## src/rtl/stk_al_ctrl_pkg.sv

```systemverilog
// stk_pkg: shared constants and types for the stack-entry pointer allocator.
package stk_pkg;

    localparam int PTR_N_DEF = 32;
    localparam int PTR_W     = $clog2(PTR_N_DEF);

    typedef logic [PTR_W-1:0] ptr_t;

    typedef enum logic {
        INIT  = 1'b0,
        READY = 1'b1
    } al_state_t;

endpackage

```

## src/rtl/stk_al_ctrl_if.sv

```systemverilog
// stk_al_ctrl_if: allocate/free handshake between the pipeline (master) and the allocator (slave).
interface stk_al_ctrl_if #(
    parameter int PTR_N = stk_pkg::PTR_N_DEF
);
    localparam int PTR_W = $clog2(PTR_N);

    logic             i_alloc_req;
    logic             o_alloc_vld;
    logic [PTR_W-1:0] o_alloc_ptr;
    logic             i_free_vld;
    logic [PTR_W-1:0] i_free_ptr;
    logic             o_empty;
    logic             o_busy;
    logic [PTR_W:0]   o_free_cnt;
    logic             o_err;

    modport master (
        output i_alloc_req, i_free_vld, i_free_ptr,
        input  o_alloc_vld, o_alloc_ptr, o_empty, o_busy, o_free_cnt, o_err
    );

    modport slave (
        input  i_alloc_req, i_free_vld, i_free_ptr,
        output o_alloc_vld, o_alloc_ptr, o_empty, o_busy, o_free_cnt, o_err
    );

endinterface

```

## src/rtl/stk_al_ctrl_fl.sv

```systemverilog
// stk_al_fl: free-list storage, one synchronous write port and one combinational read port.
// Contents are deliberately not reset; the controller's init sequence fills every slot.
module stk_al_fl #(
    parameter int PTR_N = 32
) (
    input  logic                     clk,
    input  logic                     wr_en,
    input  logic [$clog2(PTR_N)-1:0] wr_addr,
    input  logic [$clog2(PTR_N)-1:0] wr_data,
    input  logic [$clog2(PTR_N)-1:0] rd_addr,
    output logic [$clog2(PTR_N)-1:0] rd_data
);
    localparam int PTR_W = $clog2(PTR_N);

    logic [PTR_W-1:0] mem [PTR_N];

    always_ff @(posedge clk) begin
        if (wr_en) begin
            mem[wr_addr] <= wr_data;
        end
    end

    assign rd_data = mem[rd_addr];

endmodule

```

## src/rtl/stk_al_ctrl.sv

```systemverilog
// stk_al_ctrl: stack-entry pointer allocator built on a circular free-list FIFO.
// Define STK_AL_CTRL_DOUBLE_FREE_CHK_EN to track allocated pointers and reject double frees.
module stk_al_ctrl
    import stk_pkg::*;
#(
    parameter int PTR_N = PTR_N_DEF
) (
    input  logic          clk,
    input  logic          arst_n,
    stk_al_ctrl_if.slave  bus
);
    localparam int               PTR_W    = $clog2(PTR_N);
    localparam int               CNT_W    = PTR_W + 1;
    localparam logic [PTR_W-1:0] LAST_IDX = PTR_W'(PTR_N - 1);
    localparam logic [CNT_W-1:0] FULL_CNT = CNT_W'(PTR_N);

    al_state_t        state;
    al_state_t        state_nxt;
    logic [PTR_W-1:0] init_cnt;
    logic [PTR_W-1:0] head;
    logic [PTR_W-1:0] tail;
    logic [CNT_W-1:0] free_cnt;
    logic [CNT_W-1:0] cnt_nxt;
    logic             empty_q;
    logic             busy_q;
    logic             err_q;
    logic             grant;
    logic             free_ok;
    logic             free_drop;
    logic             fl_wr_en;
    logic [PTR_W-1:0] fl_wr_addr;
    logic [PTR_W-1:0] fl_wr_data;
    logic [PTR_W-1:0] fl_rd_data;

`ifdef STK_AL_CTRL_DOUBLE_FREE_CHK_EN
    logic [PTR_N-1:0] alloc_map;
`endif

    always_ff @(posedge clk) begin
        if (!arst_n) begin
            state <= INIT;
        end else begin
            state <= state_nxt;
        end
    end

    always_comb begin
        state_nxt = state;
        case (state)
            INIT:    if (init_cnt == LAST_IDX) state_nxt = READY;
            READY:   state_nxt = READY;
            default: state_nxt = INIT;
        endcase
    end

    // INIT owns the write port to seed slot k with value k; READY hands it to returned pointers.
    always_comb begin
        grant      = 1'b0;
        free_ok    = 1'b0;
        free_drop  = 1'b0;
        fl_wr_en   = 1'b0;
        fl_wr_addr = tail;
        fl_wr_data = bus.i_free_ptr;
        case (state)
            INIT: begin
                fl_wr_en   = 1'b1;
                fl_wr_addr = init_cnt;
                fl_wr_data = init_cnt;
            end
            READY: begin
                grant = bus.i_alloc_req & ~empty_q;
                if (bus.i_free_vld) begin
                    if (free_cnt == FULL_CNT) begin
                        free_drop = 1'b1;
`ifdef STK_AL_CTRL_DOUBLE_FREE_CHK_EN
                    end else if (!alloc_map[bus.i_free_ptr]) begin
                        free_drop = 1'b1;
`endif
                    end else begin
                        free_ok = 1'b1;
                    end
                end
                fl_wr_en = free_ok;
            end
            default: ;
        endcase
    end

    always_comb begin
        cnt_nxt = free_cnt;
        if (state == INIT) begin
            cnt_nxt = (init_cnt == LAST_IDX) ? FULL_CNT : '0;
        end else if (free_ok && !grant) begin
            cnt_nxt = free_cnt + 1'b1;
        end else if (grant && !free_ok) begin
            cnt_nxt = free_cnt - 1'b1;
        end
    end

    always_ff @(posedge clk) begin
        if (!arst_n) begin
            init_cnt <= '0;
            head     <= '0;
            tail     <= '0;
            free_cnt <= '0;
            empty_q  <= 1'b1;
            busy_q   <= 1'b1;
            err_q    <= 1'b0;
        end else begin
            if (state == INIT) init_cnt <= init_cnt + 1'b1;
            if (grant)         head     <= head + 1'b1;
            if (free_ok)       tail     <= tail + 1'b1;
            if (free_drop)     err_q    <= 1'b1;
            free_cnt <= cnt_nxt;
            empty_q  <= (cnt_nxt == '0) || (state_nxt == INIT);
            busy_q   <= (state_nxt == INIT);
        end
    end

`ifdef STK_AL_CTRL_DOUBLE_FREE_CHK_EN
    always_ff @(posedge clk) begin
        if (!arst_n || state == INIT) begin
            alloc_map <= '0;
        end else begin
            if (grant)   alloc_map[fl_rd_data]     <= 1'b1;
            if (free_ok) alloc_map[bus.i_free_ptr] <= 1'b0;
        end
    end
`endif

    stk_al_fl #(
        .PTR_N (PTR_N)
    ) u_fl (
        .clk     (clk),
        .wr_en   (fl_wr_en),
        .wr_addr (fl_wr_addr),
        .wr_data (fl_wr_data),
        .rd_addr (head),
        .rd_data (fl_rd_data)
    );

    assign bus.o_alloc_vld = grant;
    assign bus.o_alloc_ptr = fl_rd_data;
    assign bus.o_empty     = empty_q;
    assign bus.o_busy      = busy_q;
    assign bus.o_free_cnt  = free_cnt;
    assign bus.o_err       = err_q;

endmodule

```

## src/flat_wrapper.sv

```systemverilog
// flat-port wrapper written by rule: the top's interface ports become plain ports
module stk_al_ctrl_flat import stk_pkg::*;
#(
    parameter int PTR_N = PTR_N_DEF
)
  (clk, arst_n, bus_i_alloc_req, bus_i_free_vld, bus_i_free_ptr, bus_o_alloc_vld, bus_o_alloc_ptr, bus_o_empty, bus_o_busy, bus_o_free_cnt, bus_o_err);
  stk_al_ctrl_if #(.PTR_N(PTR_N)) bus_i ();
  input  logic clk;
  input  logic arst_n;
  input wire logic [$bits(bus_i.i_alloc_req)-1:0] bus_i_alloc_req;
  input wire logic [$bits(bus_i.i_free_vld)-1:0] bus_i_free_vld;
  input wire logic [$bits(bus_i.i_free_ptr)-1:0] bus_i_free_ptr;
  output wire logic [$bits(bus_i.o_alloc_vld)-1:0] bus_o_alloc_vld;
  output wire logic [$bits(bus_i.o_alloc_ptr)-1:0] bus_o_alloc_ptr;
  output wire logic [$bits(bus_i.o_empty)-1:0] bus_o_empty;
  output wire logic [$bits(bus_i.o_busy)-1:0] bus_o_busy;
  output wire logic [$bits(bus_i.o_free_cnt)-1:0] bus_o_free_cnt;
  output wire logic [$bits(bus_i.o_err)-1:0] bus_o_err;
  assign bus_i.i_alloc_req = bus_i_alloc_req;
  assign bus_i.i_free_vld = bus_i_free_vld;
  assign bus_i.i_free_ptr = bus_i_free_ptr;
  assign bus_o_alloc_vld = bus_i.o_alloc_vld;
  assign bus_o_alloc_ptr = bus_i.o_alloc_ptr;
  assign bus_o_empty = bus_i.o_empty;
  assign bus_o_busy = bus_i.o_busy;
  assign bus_o_free_cnt = bus_i.o_free_cnt;
  assign bus_o_err = bus_i.o_err;
  stk_al_ctrl #(.PTR_N(PTR_N)) u_core (.clk(clk), .arst_n(arst_n), .bus(bus_i));
endmodule
```

## config.mk

```make
export PLATFORM = sky130hd
export DESIGN_NAME = stk_al_ctrl_flat
export DESIGN_NICKNAME = d
export VERILOG_FILES = /design/src/rtl/stk_al_ctrl_pkg.sv /design/src/rtl/stk_al_ctrl_if.sv /design/src/rtl/stk_al_ctrl_fl.sv /design/src/rtl/stk_al_ctrl.sv /design/src/flat_wrapper.sv
export SDC_FILE = /design/constraint.sdc
export NUM_CORES = 1
export LEC_CHECK = 0
export ABC_AREA = 1
export CAP_MARGIN = 15
export CORE_AREA = 3 3 127 129
export CTS_CLUSTER_DIAMETER = 30
export DETAILED_ROUTE_END_ITERATION = 6
export DIE_AREA = 0 0 130 132
export PLACE_DENSITY = 0.71
export SLEW_MARGIN = 20
export SYNTH_ARGS = -nofsm -noshare
export SYNTH_HDL_FRONTEND = slang
export SYNTH_HIERARCHICAL = 1
export SYNTH_SLANG_ARGS = --single-unit
```

## constraint.sdc

```tcl
create_clock -name clk -period 5.9 [get_ports clk]
set_clock_uncertainty 0.15 [all_clocks]
set_input_delay 1.18 -clock clk [delete_from_list [all_inputs] [get_ports clk]]
set_output_delay 1.18 -clock clk [all_outputs]
set_load 0.02 [all_outputs]
```

==> reports/metrics.cfg <==
[timing]
worst_slack_ns = 1.43
maxSlewViolCount = 0
hold_viol = 0
timing.final.crit_share_pct = 75.7
tns_ns = 0
fmax_mhz = 224
tightest_slew_ns = 0.791
rsz0062_at_grt = false
final.min_clock_period_ns = 4.47
setup_violations = 0
max-slew-margin-rel_pct = 47.3

[route]
num_vias = 5717
drtPass1Iterations = 5
finalWirelength_um = 18000
wire_per_inst_um = 17.8
drc = 0
drtIter0Drc = 694
vias_per_cell = 5.64
final_antenna_net_count = 0

[global_route]
overflow = 0
grt_pass1_vias = 5538
grt_usage_pct = 21.7
grt_max_degree = 81
antenna_found_initial = 0
grt_pass1_wl_um = 28500

[finish]
n_fill_cell = 1215
layout.cells.non_filler = 1013
utilization_pct = 59.3
syn_to_final_growth_pct = 10.0
nNetsFinal = 828
n_antenna_cell = 0
drive_gt1_share_pct = 6.67

[floorplan]
die_w_um = 130
start_util_pct = 53.9
pin_count = 24
dieHeight_um = 132
core_area_mm2 = 0.0151
dieArea_mm2 = 0.0172
row_count = 45

[cts]
hold_buffers = 0
insertion_delay_ns = 0.43
cts_resized = 0
cts_setup_buffers = 0
cts_tree = done
ctsRootBufferMaster = clkbuf_16
cts.path.max_buffers = 2
htree_levels = 4
cts_num_sinks = 185
cts-buffers-inserted = 17
clk_pin_slew_worst_paths_ns = 0.07

[yosys]
yosys.area_share.adder_pct = 1.07
avgSynthCellArea_um2 = 10.2
synthXorXnorAreaFrac_pct = 0.429
ys_ff_latch = 185
synth_cell_types = 32
syn_area_mm2 = 0.00817
synth_compound_area_share_pct = 2.04
yosysSeqAreaShare_pct = 65.0
postSynthCellCount = 800
synth_top_family_by_area = simple AND/OR/NAND/NOR gates
synth_mux_area_share_pct = 0
synth-warning-count = 6
yosys.area_share.simple_pct = 26.1
syn-num-nets = 816

[place]
dp_hpwl_um = 11200
io_buffers = 23
post-place-cells = 981
dp_slack_ns = 1.93
gp_congestion = 0.835

[min_path]
hold_path.class = flop to flop

[power]
p_leak_nw = 3.34
power.density_mw_per_mm2 = 292
vdd_drop_max_v = 0.000205
total_power_mw = 2.62

[critical_path]
cp_top_family = buffers and inverters
critPathMaxStageDelay_ns = 0.84
worst-setup-path-type = flop to primary output
required_ns = 4.57
critPathBufInv = 2
crit_top_cell = nand2_1
crit_slowest_cell = dfxtp_2
crit_arrival_ns = 3.14
worstPathCellList = buf_4, nand2_1, nand3_1, nand3_1, nand2_1, nand2_1, nand2_1, nand2_1, nand2_1, clkdlybuf4s50_1
startpoint_type = flop
worstSetupEndpointType = primary output
critical_path_peak_fanout = 45

[run]
max_cap_viol_count = 0

[status]
status = completed

final timing paths:
path | startpoint | to | slack, ns | depth (start not counted)
worst max-delay path | u_core/head[0]$_SDFFE_PN0P_ | bus_o_alloc_ptr[0] | 1.43 | 10
worst min-delay path | u_core/tail[4]$_SDFFE_PN0P_ | u_core/tail[4]$_SDFFE_PN0P_ | 0.33 | 2
worst max register to register | u_core/state$_SDFF_PN0_ | u_core/u_fl/mem[26][0]$_DFFE_PP_ | 2.53 | 4
worst min register to register | u_core/tail[4]$_SDFFE_PN0P_ | u_core/tail[4]$_SDFFE_PN0P_ | 0.33 | 2
layout make-up:
class,count,area [µm²],share of cell area (%)
multi-input combinational,535,2420,26.9
sequential,185,5310,59.1
timing repair buffer,31,290,3.23
tap,188,235,2.62
clock buffer,19,443,4.93
clock inverter,13,129,1.43
inverter,42,163,1.81
worst reg2reg max path, stage by stage, from the launching register on:
cell     delay, ns
dfxtp_1       0.80
inv_1         0.45
o21ai_0       0.44
nand3_1       0.58
nor2_1        0.59
synth_stat cells, drive strengths merged:
cell type,instances,area share (%)
a31oi,1,0.077
buf,32,3.1
nand4,4,0.31
ha,7,1.1
nor2,60,2.9
o21bai,1,0.092
edfxtp,160,59
nor3,7,0.43
nand3,149,9.6
xor2,4,0.43
o21ai,20,1.3
clkbuf,6,0.29
a21oi,9,0.60
nor3b,2,0.18
inv,37,1.8
nand2,271,13
clkinv,5,0.23
dfxtp,25,6.1
layout by cell type, fill, tap and decap left out, drive strengths merged:
| cell type | n |
|---|---|
| nand2 | 271 |
| edfxtp | 160 |
| nand3 | 149 |
| nor2 | 60 |
| inv | 37 |
| dfxtp | 25 |
| clkdlybuf4s50 | 23 |
| o21ai | 20 |
| clkbuf | 19 |
| clkinv | 13 |
| a21oi | 9 |
| buf | 8 |
| nor3 | 7 |
| ha | 7 |
| nand4 | 4 |
| xor2 | 4 |
| clkinvlp | 3 |
| bufinv | 2 |
| nor3b | 2 |
| o21bai | 1 |
| a31oi | 1 |
power by group:
| group | switching (mW) | internal, mW |
|---|---|---|
| clock network | 0.461 | 0.630 |
| registers | 0.00445 | 1.43 |
| logic | 0.0672 | 0.0255 |
sequential cells by signal (all words and copies together), names as in the netlist:
register	count
u_core/bus.o_err	1
u_core/bus.o_free_cnt	6
u_core/tail	5
u_core/u_fl/mem	160
u_core/head	5
u_core/bus.o_busy	1
u_core/bus.o_empty	1
u_core/state	1
u_core/init_cnt	5
cell families after synthesis:
kind of cell | Yosys count
AOI/OAI and AO/OA | 31
xor gates and xnor gates | 4
adders and majority gates | 7
buffers and inverters | 80
DFF | 185
and+or+nand+nor | 493
metrics by stage:
stage | instance area [µm²] | hold slack, ns
global route | 8980 | 0.364
global placement | 8410 | 0.305
finish | 8980 | 0.335
floorplan | 8170 | 0.293
CTS | 8980 | 0.333
detailed placement | 8410 | 0.320
metal layers:
layer / vias to the layer above / share of wire, % / global-route usage (%)
met5: - / 0 / 0
met2: 238 / 47 / 33.2
li1: 2740 / - / -
met3: 34 / 7.9 / 5.79
met4: 0 / 2.1 / 8.26
met1: 2705 / 43 / 30.0
Power figures use the tool's default switching activity.
